## src/rtl/fetch_redirect_arbiter_pkg.sv

```systemverilog
// Shared types and constants for the fetch redirect arbiter.
//   redirect_state_t : arbiter FSM states
//   redirect_prio_t  : request priority, lower value wins
//   PRIO_*           : fixed priority of each redirect source
package fetch_redirect_arbiter_pkg;

   typedef enum logic [1:0] {
      IDLE  = 2'd0,
      HOLD  = 2'd1,
      FLUSH = 2'd2
   } redirect_state_t;

   typedef logic [1:0] redirect_prio_t;

   localparam redirect_prio_t PRIO_EXC     = 2'd0;
   localparam redirect_prio_t PRIO_MISPRED = 2'd1;
   localparam redirect_prio_t PRIO_PRED    = 2'd2;

   localparam int CNT_W = 3;

   // True when request priority a strictly outranks b.
   function automatic logic prio_beats(input redirect_prio_t a, input redirect_prio_t b);
      return a < b;
   endfunction

endpackage

```

## src/rtl/fetch_redirect_arbiter_prio_sel.sv

```systemverilog
// redirect_prio_sel: combinational fixed-priority selector.
//   exc_*_i     : exception redirect (highest)
//   mispred_*_i : branch misprediction redirect
//   pred_*_i    : predicted-taken redirect (lowest)
//   sel_*_o     : winning request valid / pc / priority
module redirect_prio_sel
   import fetch_redirect_arbiter_pkg::*;
#(
   parameter int PC_W = 32
) (
   input  logic            exc_valid_i,
   input  logic [PC_W-1:0] exc_pc_i,
   input  logic            mispred_valid_i,
   input  logic [PC_W-1:0] mispred_pc_i,
   input  logic            pred_valid_i,
   input  logic [PC_W-1:0] pred_pc_i,
   output logic            sel_valid_o,
   output logic [PC_W-1:0] sel_pc_o,
   output redirect_prio_t  sel_prio_o
);

   always_comb begin
      sel_valid_o = 1'b0;
      sel_pc_o    = '0;
      sel_prio_o  = PRIO_PRED;
      if (exc_valid_i) begin
         sel_valid_o = 1'b1;
         sel_pc_o    = exc_pc_i;
         sel_prio_o  = PRIO_EXC;
      end else if (mispred_valid_i) begin
         sel_valid_o = 1'b1;
         sel_pc_o    = mispred_pc_i;
         sel_prio_o  = PRIO_MISPRED;
      end else if (pred_valid_i) begin
         sel_valid_o = 1'b1;
         sel_pc_o    = pred_pc_i;
         sel_prio_o  = PRIO_PRED;
      end
   end

endmodule

```

## src/rtl/fetch_redirect_arbiter.sv

```systemverilog
// fetch_redirect_arbiter: arbitrates exception / mispredict / predicted
// redirects onto the fetch PC load port, parks a redirect while the icache
// is busy, and squashes IF/ID for FLUSH_CYCLES after every issued redirect.
//   clk, rst_n            : clock, synchronous active-low reset
//   exc_*, mispred_*, pred_* : redirect requests (valid/pc)
//   icache_busy           : fetch cannot take a PC change this cycle
//   hz_stall              : hazard-unit stall request
//   load_we/load_pc       : fetch PC load (word aligned)
//   stall, flush, pending : fetch hold, IF/ID squash, redirect parked
// Optional build macro REDIRECT_PERF_EN adds redirect_cnt / drop_cnt.
//
// state | meaning
// IDLE  | no redirect outstanding
// HOLD  | redirect parked, waiting for icache_busy to drop
// FLUSH | squashing wrong-path IF/ID, counter running
module fetch_redirect_arbiter
   import fetch_redirect_arbiter_pkg::*;
#(
   parameter int FLUSH_CYCLES = 1,
   parameter int PC_W         = 32
) (
   input  logic            clk,
   input  logic            rst_n,
   input  logic            exc_valid,
   input  logic [PC_W-1:0] exc_pc,
   input  logic            mispred_valid,
   input  logic [PC_W-1:0] mispred_pc,
   input  logic            pred_valid,
   input  logic [PC_W-1:0] pred_pc,
   input  logic            icache_busy,
   input  logic            hz_stall,
`ifdef REDIRECT_PERF_EN
   output logic [31:0]     redirect_cnt,
   output logic [31:0]     drop_cnt,
`endif
   output logic            load_we,
   output logic [PC_W-1:0] load_pc,
   output logic            stall,
   output logic            flush,
   output logic            pending
);

   localparam logic [CNT_W-1:0] CNT_INIT = CNT_W'(FLUSH_CYCLES);

   redirect_state_t  state_q, state_d;
   logic [CNT_W-1:0] cnt_q, cnt_d;
   logic [PC_W-1:0]  pend_pc_q, pend_pc_d;
   redirect_prio_t   pend_prio_q, pend_prio_d;

   logic             pred_eff;
   logic             sel_valid;
   logic [PC_W-1:0]  sel_pc;
   redirect_prio_t   sel_prio;
   logic             issue;
   logic [PC_W-1:0]  issue_pc;
   logic             take_new;

   // Predicted-taken redirects are meaningless while squashing.
   assign pred_eff = pred_valid & (state_q != FLUSH);

   redirect_prio_sel #(.PC_W(PC_W)) u_sel (
      .exc_valid_i     (exc_valid),
      .exc_pc_i        (exc_pc),
      .mispred_valid_i (mispred_valid),
      .mispred_pc_i    (mispred_pc),
      .pred_valid_i    (pred_eff),
      .pred_pc_i       (pred_pc),
      .sel_valid_o     (sel_valid),
      .sel_pc_o        (sel_pc),
      .sel_prio_o      (sel_prio)
   );

   always_comb begin
      state_d     = state_q;
      cnt_d       = cnt_q;
      pend_pc_d   = pend_pc_q;
      pend_prio_d = pend_prio_q;
      issue       = 1'b0;
      issue_pc    = sel_pc;
      take_new    = 1'b0;

      case (state_q)
         IDLE, FLUSH: begin
            if (sel_valid) begin
               if (!icache_busy) begin
                  issue = 1'b1;
               end else begin
                  state_d     = HOLD;
                  cnt_d       = '0;
                  pend_pc_d   = sel_pc;
                  pend_prio_d = sel_prio;
               end
            end else if (state_q == FLUSH) begin
               if (cnt_q <= CNT_W'(1)) begin
                  state_d = IDLE;
                  cnt_d   = '0;
               end else begin
                  cnt_d = cnt_q - CNT_W'(1);
               end
            end
         end
         HOLD: begin
            take_new = sel_valid & prio_beats(sel_prio, pend_prio_q);
            if (!icache_busy) begin
               issue    = 1'b1;
               issue_pc = take_new ? sel_pc : pend_pc_q;
            end else if (take_new) begin
               pend_pc_d   = sel_pc;
               pend_prio_d = sel_prio;
            end
         end
         default: state_d = IDLE;
      endcase

      if (issue) begin
         state_d     = FLUSH;
         cnt_d       = CNT_INIT;
         pend_pc_d   = '0;
         pend_prio_d = '0;
      end

      // Reset cycle: nothing issues and any parked redirect is discarded.
      if (!rst_n) begin
         state_d     = IDLE;
         cnt_d       = '0;
         pend_pc_d   = '0;
         pend_prio_d = '0;
         issue       = 1'b0;
      end
   end

   always_ff @(posedge clk) begin
      if (!rst_n) begin
         state_q     <= IDLE;
         cnt_q       <= '0;
         pend_pc_q   <= '0;
         pend_prio_q <= '0;
      end else begin
         state_q     <= state_d;
         cnt_q       <= cnt_d;
         pend_pc_q   <= pend_pc_d;
         pend_prio_q <= pend_prio_d;
      end
   end

   assign load_we = issue;
   assign load_pc = issue ? {issue_pc[PC_W-1:2], 2'b00} : '0;
   assign flush   = rst_n & (state_q == FLUSH);
   assign pending = rst_n & (state_q == HOLD);
   assign stall   = (hz_stall | pending) & ~load_we;

`ifdef REDIRECT_PERF_EN
   logic drop;

   assign drop = rst_n & (((state_q == HOLD) & sel_valid & ~prio_beats(sel_prio, pend_prio_q)) |
                          ((state_q == FLUSH) & pred_valid));

   always_ff @(posedge clk) begin
      if (!rst_n) begin
         redirect_cnt <= '0;
         drop_cnt     <= '0;
      end else begin
         if (load_we) redirect_cnt <= redirect_cnt + 32'd1;
         if (drop)    drop_cnt     <= drop_cnt + 32'd1;
      end
   end
`endif

endmodule

```

## config.mk

```make
export PLATFORM = sky130hd
export DESIGN_NAME = fetch_redirect_arbiter
export DESIGN_NICKNAME = d
export VERILOG_FILES = /design/src/rtl/fetch_redirect_arbiter_pkg.sv /design/src/rtl/fetch_redirect_arbiter_prio_sel.sv /design/src/rtl/fetch_redirect_arbiter.sv
export SDC_FILE = /design/constraint.sdc
export NUM_CORES = 1
export LEC_CHECK = 0
export BUFFER_PORTS_ARGS = -buffer_cell sky130_fd_sc_hd__buf_2
export CORE_AREA = 2 2 82 84
export DETAILED_ROUTE_END_ITERATION = 6
export DIE_AREA = 0 0 84 86
export GPL_TIMING_DRIVEN = 0
export MAX_ROUTING_LAYER = met4
export PLACE_DENSITY = 0.8
export SLEW_MARGIN = 10
export SYNTH_ARGS = -nofsm -noshare
export SYNTH_HDL_FRONTEND = slang
export SYNTH_SLANG_ARGS = --single-unit
export TNS_END_PERCENT = 20
```

## constraint.sdc

```tcl
create_clock -name clk -period 2.2 [get_ports clk]
set_input_delay 0.11 -clock clk [delete_from_list [all_inputs] [get_ports clk]]
set_output_delay 0.11 -clock clk [all_outputs]
set_load 0.03 [all_outputs]
```

# Word-level counts from Yosys, hierarchy flattened
# Index checks and enable logic that the tools add are counted.
[op_classes]
bitwise_logic = 9
order_cmp = 2
n_addsub = 1
n_eq_ne = 16
reduce_logical = 13
muxes = 37
[op_table]
columns = ["operator", "count"]
rows = [
  ["$mux 32", 10],
  ["$pmux 32 s2", 1],
  ["$mux 2", 11],
  ["$ne 2x2->1 const B", 7],
  ["$mux 3", 4],
  ["$ne 4x4->1 const B", 3],
  ["$reduce_and 4->1", 3],
  ["$ne 3x3->1 const B", 3],
  ["$mux 1", 8],
  ["$pmux 2 s2", 2],
  ["$reduce_and 3->1", 2],
  ["$reduce_bool 2->1", 3],
  ["$and 1x1->1", 5],
  ["$reduce_and 5->1", 1],
  ["$reduce_or 2->1", 2],
  ["$le 3x1->1 const B", 1],
  ["$ne 3x2->1 const B", 1],
  ["$not 1->1", 3],
  ["$reduce_bool 3->1", 1],
  ["$sub 3x1->3 const B", 1],
  ["$eq 2x1->1 const B", 1],
  ["$eq 2x2->1 const B", 1],
  ["$logic_not 2->1", 1],
  ["$lt 2x2->1", 1],
  ["2 further kinds", 2],
]
[totals]
output_inout_bits = 36
reg_bits = 39

# Depth between registers and ports, before layout
# Gate-level depths: netlist (run 1).
[logic_depth]
depth_word = 10
mapped_depth = 9

# By module
# From an unflattened synthesis (run 1), not the netlist that was laid out.
[hier_totals]
hier_cells = 459
area_unflattened_um2 = 3407.0
[modules_own_cells]
columns = ["module", "instances", "cells_per_inst", "seq_area_each_um2", "area_each_um2"]
rows = [
  ["fetch_redirect_arbiter", 1, 310, 740.7, 2228.4],
  ["redirect_prio_sel", 1, 149, 0.0, 1178.6],
]

# Least setup slack after synthesis (run 1)
# No wires, ideal clock.
[synth_timing]
path_kind = "in2out"
start = "input mispred_valid"
end = "output load_pc[12]"
t_required_ns = 2.090
cell_stages = 9
n_path_buf = 2
arrival_time_ns = 2.257
setup_slack_ns = -0.167
path_cell_list = "or2_1 > buf_2 > inv_1 > ha_1 > nor2_2 > a21o_1 > clkbuf_1 > a211oi_1 > a211oi_1"
[synth_via]
elab_chain_cells = 8
[synth_lines]
columns = ["element", "line_no", "rtl"]
rows = [
  ["from (decl)", "fetch_redirect_arbiter.sv:26", "input logic mispred_valid,"],
  ["$mux 2", "fetch_redirect_arbiter_prio_sel.sv:30", "end else if (mispred_valid_i) begin"],
  ["$mux 2", "fetch_redirect_arbiter_prio_sel.sv:26", "if (exc_valid_i) begin"],
  ["via sel_prio[1]", "fetch_redirect_arbiter.sv:53", "redirect_prio_t sel_prio;"],
  ["$lt 2x2->1", "fetch_redirect_arbiter_pkg.sv:23", "return a < b;"],
  ["$and 1x1->1", "fetch_redirect_arbiter.sv:103", "take_new = sel_valid & prio_beats(sel_prio, pend_prio_q);"],
  ["$mux 32", "n/a", ""],
  ["$mux 32", "fetch_redirect_arbiter.sv:104", "if (!icache_busy) begin"],
  ["$mux 32", "fetch_redirect_arbiter.sv:82", "case (state_q)"],
  ["$mux 32", "fetch_redirect_arbiter.sv:147", "assign load_pc = issue ? {issue_pc[PC_W-1:2], 2'b00} : '0;"],
  ["to (decl)", "fetch_redirect_arbiter.sv:37", "output logic [PC_W-1:0] load_pc,"],
]
# The timed path passes the listed nets, and every way through them passes these cells.

# Final worst setup path (run 1)
[layout_timing]
start = "input mispred_valid"
end = "output load_pc[13]"
# The elaborated chain is that of the path after synthesis.

==> results of run 1 <==
[worst max-delay path: stages]
cell       delay [ps]
buf_2             110
or2_1             240
buf_6             140
inv_4              80
ha_4              130
and2b_2           260
a211o_1           360
nand4_1           120
buf_6             160
clkbuf_16         150
o2bb2ai_1          60
buf_4             170
[layer usage]
layer / vias to the layer above / global-route usage (%) / routed length, µm
met2: 205 / 45.2 / 5000
met4: 0 / 8.06 / 218
li1: 1574 / - / -
met5: - / - / 0
met1: 1577 / 31.2 / 4090
met3: 26 / 5.20 / 742
[layout make-up]
class,count,area [µm²]
clock inverters,3,65.1
well taps,77,96.3
fillers,479,2100
multi-input cells,240,2040
clock buffers,5,68.8
repair buffers,143,835
flip-flops and latches,37,743
inverters,16,62.6
plain buffers,33,264
[registers in the layout, summed over array words and instances (netlist names)]
register     cells
pend_pc_q       30
cnt_q            3
pend_prio_q      2
state_q          2
[power groups by stage]
stage | Combinational, mW | Clock (mW) | Sequential [mW]
finish | 0.681 | 0.716 | 0.732
global route | 0.728 | 0.749 | 0.736
CTS | 0.614 | 0.711 | 0.728
detailed placement | 0.582 | 0 | 0.744
global placement | 0.567 | 0 | 0.741
floorplan | 0.388 | 0 | 0.737
[how the worst max path moves through the flow]
stage,end,slack (ps),depth (start not counted)
5_1_grt,load_pc[25],-40,9
3_3_place_gp,load_pc[2],-220,11
6_report,load_pc[13],-10,12
4_1_cts,load_pc[2],0.9,6
2_1_floorplan,load_pc[18],-170,9
3_5_place_dp,load_pc[2],-240,11
[stage by stage]
stage	power, mW	std cells
after CTS	2.05	544
final	2.13	554
after global placement	1.31	533
after detailed placement	1.33	533
after floorplan	1.13	327
after global routing	2.21	554
[cell families after synthesis]
family / count (synthesis)
muxes: 43
adders and majority gates: 3
other: 1
DFF: 37
buffers and inverters: 50
AOI/OAI and AO/OA: 135
and+or+nand+nor: 57
[repair_timing]
| item | in CTS | in global routing |
|---|---|---|
| buffers inserted | 3 | 9 |
| cloned | 0 | 2 |
| endpoints found under the hold margin | 0 | 0 |
| endpoints found under the setup margin | 30 | 46 |
| pin swaps | 7 | 3 |
| resized for setup | 35 | 49 |
[layout by cell type (no fill, tap or decap), types with 3 or more instances in the layout]
| cell | n |
|---|---|
| mux2i_1 | 22 |
| buf_6 | 17 |
| a21oi_4 | 3 |
| a21boi_1 | 21 |
| o31ai_1 | 4 |
| a222oi_1 | 8 |
| or4_1 | 21 |
| nor2b_1 | 3 |
| a211oi_1 | 7 |
| o2bb2ai_2 | 3 |
| clkbuf_8 | 5 |
| inv_1 | 14 |
| mux2_2 | 5 |
| mux2_1 | 16 |
| dfxtp_1 | 35 |
| o32ai_1 | 8 |
| nor2_1 | 3 |
| clkbuf_1 | 9 |
| nand2_1 | 8 |
| nand4_1 | 4 |
| o2bb2ai_1 | 18 |
| a211oi_2 | 12 |
| a21oi_1 | 10 |
| buf_4 | 36 |
| o21ai_0 | 23 |
| buf_2 | 109 |
==> summary.md, run 1 <==
| Metric | Value |
|---|---|
| Placed Area | 3670 µm² |
| R2r worst-path depth | 8 |
| Vias per cell | 6.10 |
| Psw | 0.669 mW |
| Final setup margin | -11.2 ps |
| Final Util | 66.5% |
| Tot GR Track Use | 26.3% |
| Initial antenna violation count | 0 |
| CTS H-tree lvls | 2 |
| Total wire length | 10100 µm |
| Row cnt | 29 |
| Mean post-synth cell area | 8.94 µm² |
| Post-Synth XOR/XNOR Area | 0% |
| Synth Flop Type | dfxtp_1 |
| Initial core utilization | 46.4% |
| Vias in the first global route | 3229 |
| DRT Pass-1 Iters | 7 |
| Most common cell in the netlist | dfxtp_1 |
| Failing checks | DRC, setup timing |
| Worst-path clk slew | 70 ps |
| Starting DRT DRC Count | 279 |
| CTS tree | done |
| Sw Ratio | 31.4% |
| Setup TNS | -47.1 ps |
| Final setup fails | 6 |
| Place WS | -239 ps |
| Critical path startpoint category | primary input |
| Hold Slack | 264 ps |
| Crit path max fanout | 5 |
| Hold path startpoint | pred_pc[19] |
| Top cells by count, synth | 37 x dfxtp_1, 23 x o21ai_0, 22 x mux2i_1 |
| Area Overhead vs Synth | 43.1% |
| Max-Cap Viols | 0 |
| Worst-margin pin slew | 733 ps |
| Die area | 7220 µm² |
| Final Cycle Share | 101% |
| IO Pins | 139 |
| Synth area leaders | dfxtp_1 25%, mux2i_1 7.6%, o2bb2ai_1 6.3% |
| Clk root buf | clkbuf_8 |
| Crit path launch | mispred_valid |
| Flop and latch count out of synthesis | 37 |
| Worst reg2reg startpoint | pend_prio_q[1]$_SDFFE_PP0P_ |
| Final nets | 582 |
| Port Buffers | 129 |
| Total gr overflow | 0 |
| Post-synthesis simple-gate area fraction | 13.0% |
| HP Class | primary input to register |
| Int Pwr | 1.46 mW |
| P per Cell Area | 510 nW/µm² |
| Hold path endpoint | pend_pc_q[19]$_SDFFE_PP0P_ |
| CTS sink count | 37 |
| Largest net degree at the start of global routing | 13 |
| Via Count | 3382 |
| Synthesized cell area | 2920 µm² |
| Reg-to-reg endpoint | pend_pc_q[4]$_SDFFE_PP0P_ |
| Crit path time final | 2210 ps |
| Post-Layout Inst Area | 4170 µm² |
| CP arrival | 2100 ps |
| Num CTS Buffers | 5 |
| Combinational fraction of design power | 32.0% |
| WP data required | 2090 ps |
| Max clock buf depth | 2 |
| Synthesized netlist cell count | 326 |
| Crit end category | output port |
| Complex-gate fraction of the synthesized area | 34.8% |
| Yosys Warn Count | 0 |
| Core area | 6280 µm² |
| Post-CTS Hold Buffers | 0 |
| Slew Limit Fails | 0 |
| Synth Area in Adders | 1.29% |
| Maximum VDD drop | 0.000333 V |
| EDFF count, synth | 0 |
| Post-synth ARST share | 0% |
| Clk Latency, worst-skew pair | 300 ps |
| Peak Freq | 452 MHz |
| Die width | 84 µm |
| Clk pwr share | 33.6% |
| Seq/Total Area, Yosys | 25.4% |
| Final RePlAce weighted congestion | 0.930 |
| Synth area leader | dfxtp_1 |
| P_leak | 1.80 nW |
| Setup Skew | 6.52 ps |
| Register-to-Register Setup Slack | 200 ps |
| Outcome | finished, violations left |
| Yosys top cell area share | 25.4% |
| Worst Hold Depth | 3 |
| Share of layout cells above drive strength 1 | 45.5% |
| Worst Setup Path Type | primary input to output port |
| RSZ-0062 raised after global routing | true |
| Drt drc | 2 |
| First-pass GRT wire length | 15100 µm |
| Post-synthesis mux area share | 15.7% |
| Diodes inserted | 0 |
| Routed wire per std cell | 18.1 µm |
| Max-slew headroom | 51.1% |
| Final hold violation count | 0 |
| Synth cell types | 53 |
| Die height | 86 µm |
| Dpl hpwl | 6780 µm |
| Largest family of logic cells by synthesized area | compound AO/OA/AOI/OAI gates |
| Post-route ant nets | 0 |
| Reg power frac | 34.4% |
(Power assumes the default switching activity.)
==> run 2, diff against run 1 <==
Settings changed: GPL_TIMING_DRIVEN 0 to unset.
==> summary.md, run 2 (synthesized netlist as in run 1, its figures left out) <==
| Metric | Value |
|---|---|
| P per Cell Area | 494 nW/µm² (-3.3%) |
| CTS H-tree lvls | 2 (unchanged) |
| Int Pwr | 1.32 mW (-9.7%) |
| Core area | 6280 µm² (unchanged) |
| Placed Instances | 516 (-3.2%) |
| Clk Latency, worst-skew pair | 290 ps (about the same) |
| Share of layout cells above drive strength 1 | 44.0% (-1.5 points) |
| Peak Freq | 458 MHz (+1.2%) |
| Crit path launch | pend_prio_q[1]$_SDFFE_PP0P_ |
| Max-Cap Viols | 0 (unchanged) |
| CP arrival | 2080 ps (-20 ps) |
| CTS sink count | 37 (unchanged) |
| Total gr overflow | 0 (unchanged) |
| Final hold violation count | 0 (unchanged) |
| Vias per cell | 6.06 (-0.76%) |
| R2r worst-path depth | 7 (-1) |
| Reg power frac | 37.4% (+3.0 points) |
| WP data required | 2090 ps (about the same) |
| Worst Setup Path Type | register to output port |
| Post-route ant nets | 0 (unchanged) |
| CTS tree | done |
| Crit path time final | 2190 ps (-26.1 ps) |
| Diodes inserted | 0 (unchanged) |
| Biggest regs | pend_pc_q x30, cnt_q x3 |
| Tot GR Track Use | 23.4% (-2.9 points) |
| Die width | 84 µm (unchanged) |
| Post-CTS Hold Buffers | 0 (unchanged) |
| Area Overhead vs Synth | 36.3% |
| Final nets | 557 (-4.3%) |
| Worst Hold Depth | 2 (-1) |
| Final Cycle Share | 99.3% (-1.2 points) |
| Largest reg by FF count | pend_pc_q |
| CP dominant cell by count | buf_6 |
| Psw | 0.643 mW (-4.0%) |
| IO Pins | 139 (unchanged) |
| Die height | 86 µm (unchanged) |
| Crit path max fanout | 5 (unchanged) |
| Final-layout fill cell count | 525 (+9.6%) |
| Final RePlAce weighted congestion | 0.876 (-5.8%) |
| HP Class | primary input to register |
| Slowest CP cell | dfxtp_2 |
| Place WS | -55.0 ps (+184 ps) |
| Routed wire per std cell | 16.6 µm (-8.5%) |
| Clk root buf | clkbuf_8 |
| Reg area | 743 µm² (unchanged) |
| Sw Ratio | 32.8% (+1.3 points) |
| Num CTS Buffers | 5 (unchanged) |
| Highest cell delay on the worst timing path | 350 ps (about the same) |
| Worst Setup EP | load_pc[28] |
| Die area | 7220 µm² (unchanged) |
| Outcome | complete, no violations |
| Combinational fraction of design power | 31.7% (-0.3 points) |
| Worst reg2reg startpoint | pend_prio_q[1]$_SDFFE_PP0P_ |
| Placed Area | 3600 µm² (-1.8%) |
| Port Buffers | 130 (+0.78%) |
| Max reg flops | 30 (unchanged) |
| Hold Slack | 181 ps (-82.3 ps) |
| Initial antenna violation count | 0 (unchanged) |
| Worst-margin pin slew | 743 ps (+9.10 ps) |
| Max clock buf depth | 2 (unchanged) |
| Dpl hpwl | 5910 µm (-13%) |
| Reg-to-reg endpoint | pend_pc_q[18]$_SDFFE_PP0P_ |
| Final setup fails | 0 (-6) |
| Largest net degree at the start of global routing | 38 (+25) |
| Row cnt | 29 (unchanged) |
| Max-slew headroom | 50.4% (-0.71 points) |
| Total wire length | 8780 µm (-13%) |
| Commonest non-fill, non-tap cell in the layout | buf_2 |
| Slew Limit Fails | 0 (unchanged) |
| Setup Skew | 13.9 ps (+7.34 ps) |
| Initial core utilization | 46.4% (unchanged) |
| Cell Chain, Critical Path | inv_2 -> ha_4 -> and2b_2 -> a211o_1 -> nand4_1 -> buf_6 -> buf_4 -> o2bb2ai_2 -> buf_6 |
| Vias in the first global route | 3082 (-4.6%) |
| Fin cells | 529 (-4.5%) |
| Crit end category | output port |
| Register-to-Register Setup Slack | 280 ps (+80 ps) |
| Maximum VDD drop | 0.000433 V (+30%) |
| Most frequent cells in the layout | 108 x buf_2, 35 x dfxtp_1, 34 x buf_4 |
| Setup TNS | 0 ps (+47.1 ps) |
| Area of the multi-input gates | 2040 µm² (+0.31%) |
| RSZ-0062 raised after global routing | true |
| Critical path startpoint category | register |
| First-pass GRT wire length | 14000 µm (-7.3%) |
| Via Count | 3205 (-5.2%) |
| Drt drc | 0 (-2) |
| Worst-path clk slew | 90 ps (+20 ps) |
| Clk pwr share | 30.9% (-2.7 points) |
| DRT Pass-1 Iters | 5 (-2) |
| Final setup margin | 14.9 ps (+26.1 ps) |
| P_leak | 1.70 nW (-5.9%) |
| Post-Layout Inst Area | 3970 µm² (-4.8%) |
| Starting DRT DRC Count | 150 (-46%) |
-- run 2: changes by cell type in the layout (fill, tap and decap cells not counted), sizes merged --
cell      previous run  this run
buf                163       150
bufinv               2         1
clkbuf              18         6
clkinvlp             0         1
-- run 2: metal layers --
| layer | global-route usage (%) | wire length, µm |
|---|---|---|
| met5 | - | 0 |
| met4 | 5.28 | 70 |
| met3 | 3.08 | 618 |
| met2 | 40.7 | 4380 |
| met1 | 29.1 | 3710 |
-- run 2: how the worst min path moves through the flow --
stage	start	end	slack [ps]
after CTS	rst_n	pend_pc_q[27]$_SDFFE_PP0P_	170
after global routing	rst_n	pend_pc_q[27]$_SDFFE_PP0P_	180
after detailed placement	pend_pc_q[9]$_SDFFE_PP0P_	pend_pc_q[9]$_SDFFE_PP0P_	450
final	rst_n	pend_pc_q[14]$_SDFFE_PP0P_	180
after floorplan	icache_busy	state_q[1]$_SDFFE_PN0P_	370
after global placement	pend_pc_q[29]$_SDFFE_PP0P_	pend_pc_q[29]$_SDFFE_PP0P_	440
-- run 2: layout make-up --
| cell class | count | area share, % |
|---|---|---|
| clock buffer | 5 | 1.73 |
| sequential | 37 | 18.7 |
| clock inverter | 3 | 1.16 |
| inverter | 16 | 1.51 |
| tap | 77 | 2.42 |
| multi-input combinational | 240 | 51.4 |
| timing repair buffer | 151 | 23.0 |
-- run 2: per-stage QoR --
step	util, %	power (mW)
after floorplan	-	1.13
after global routing	63.3	2.05
final	63.3	1.96
after CTS	59.8	1.92
after detailed placement	57.3	1.30
after global placement	57.3	1.29
-- run 2: worst max-delay path, delay by kind of cell (launching register included) --
family,cells,cell delay (ps)
flops,1,350
compound gates,2,350
fa+ha+maj,1,160
buf+inv,4,520
simple gates,2,410
-- run 2: power groups by stage --
stage	sequential (mW)	clock [mW]	combinational, mW
2_1_floorplan	0.737	0	0.388
3_3_place_gp	0.743	0	0.550
3_5_place_dp	0.745	0	0.560
4_1_cts	0.729	0.614	0.572
5_1_grt	0.739	0.641	0.673
6_report	0.734	0.606	0.622
-- run 2: timing repair --
| item | 4_1_cts | 5_1_grt |
|---|---|---|
| endpoints found under the setup margin | 31 | 30 |
| resized for setup | 12 | 63 |
| setup buffers | 0 | 3 |
| pin swaps | 0 | 1 |
| gates cloned | 0 | 2 |
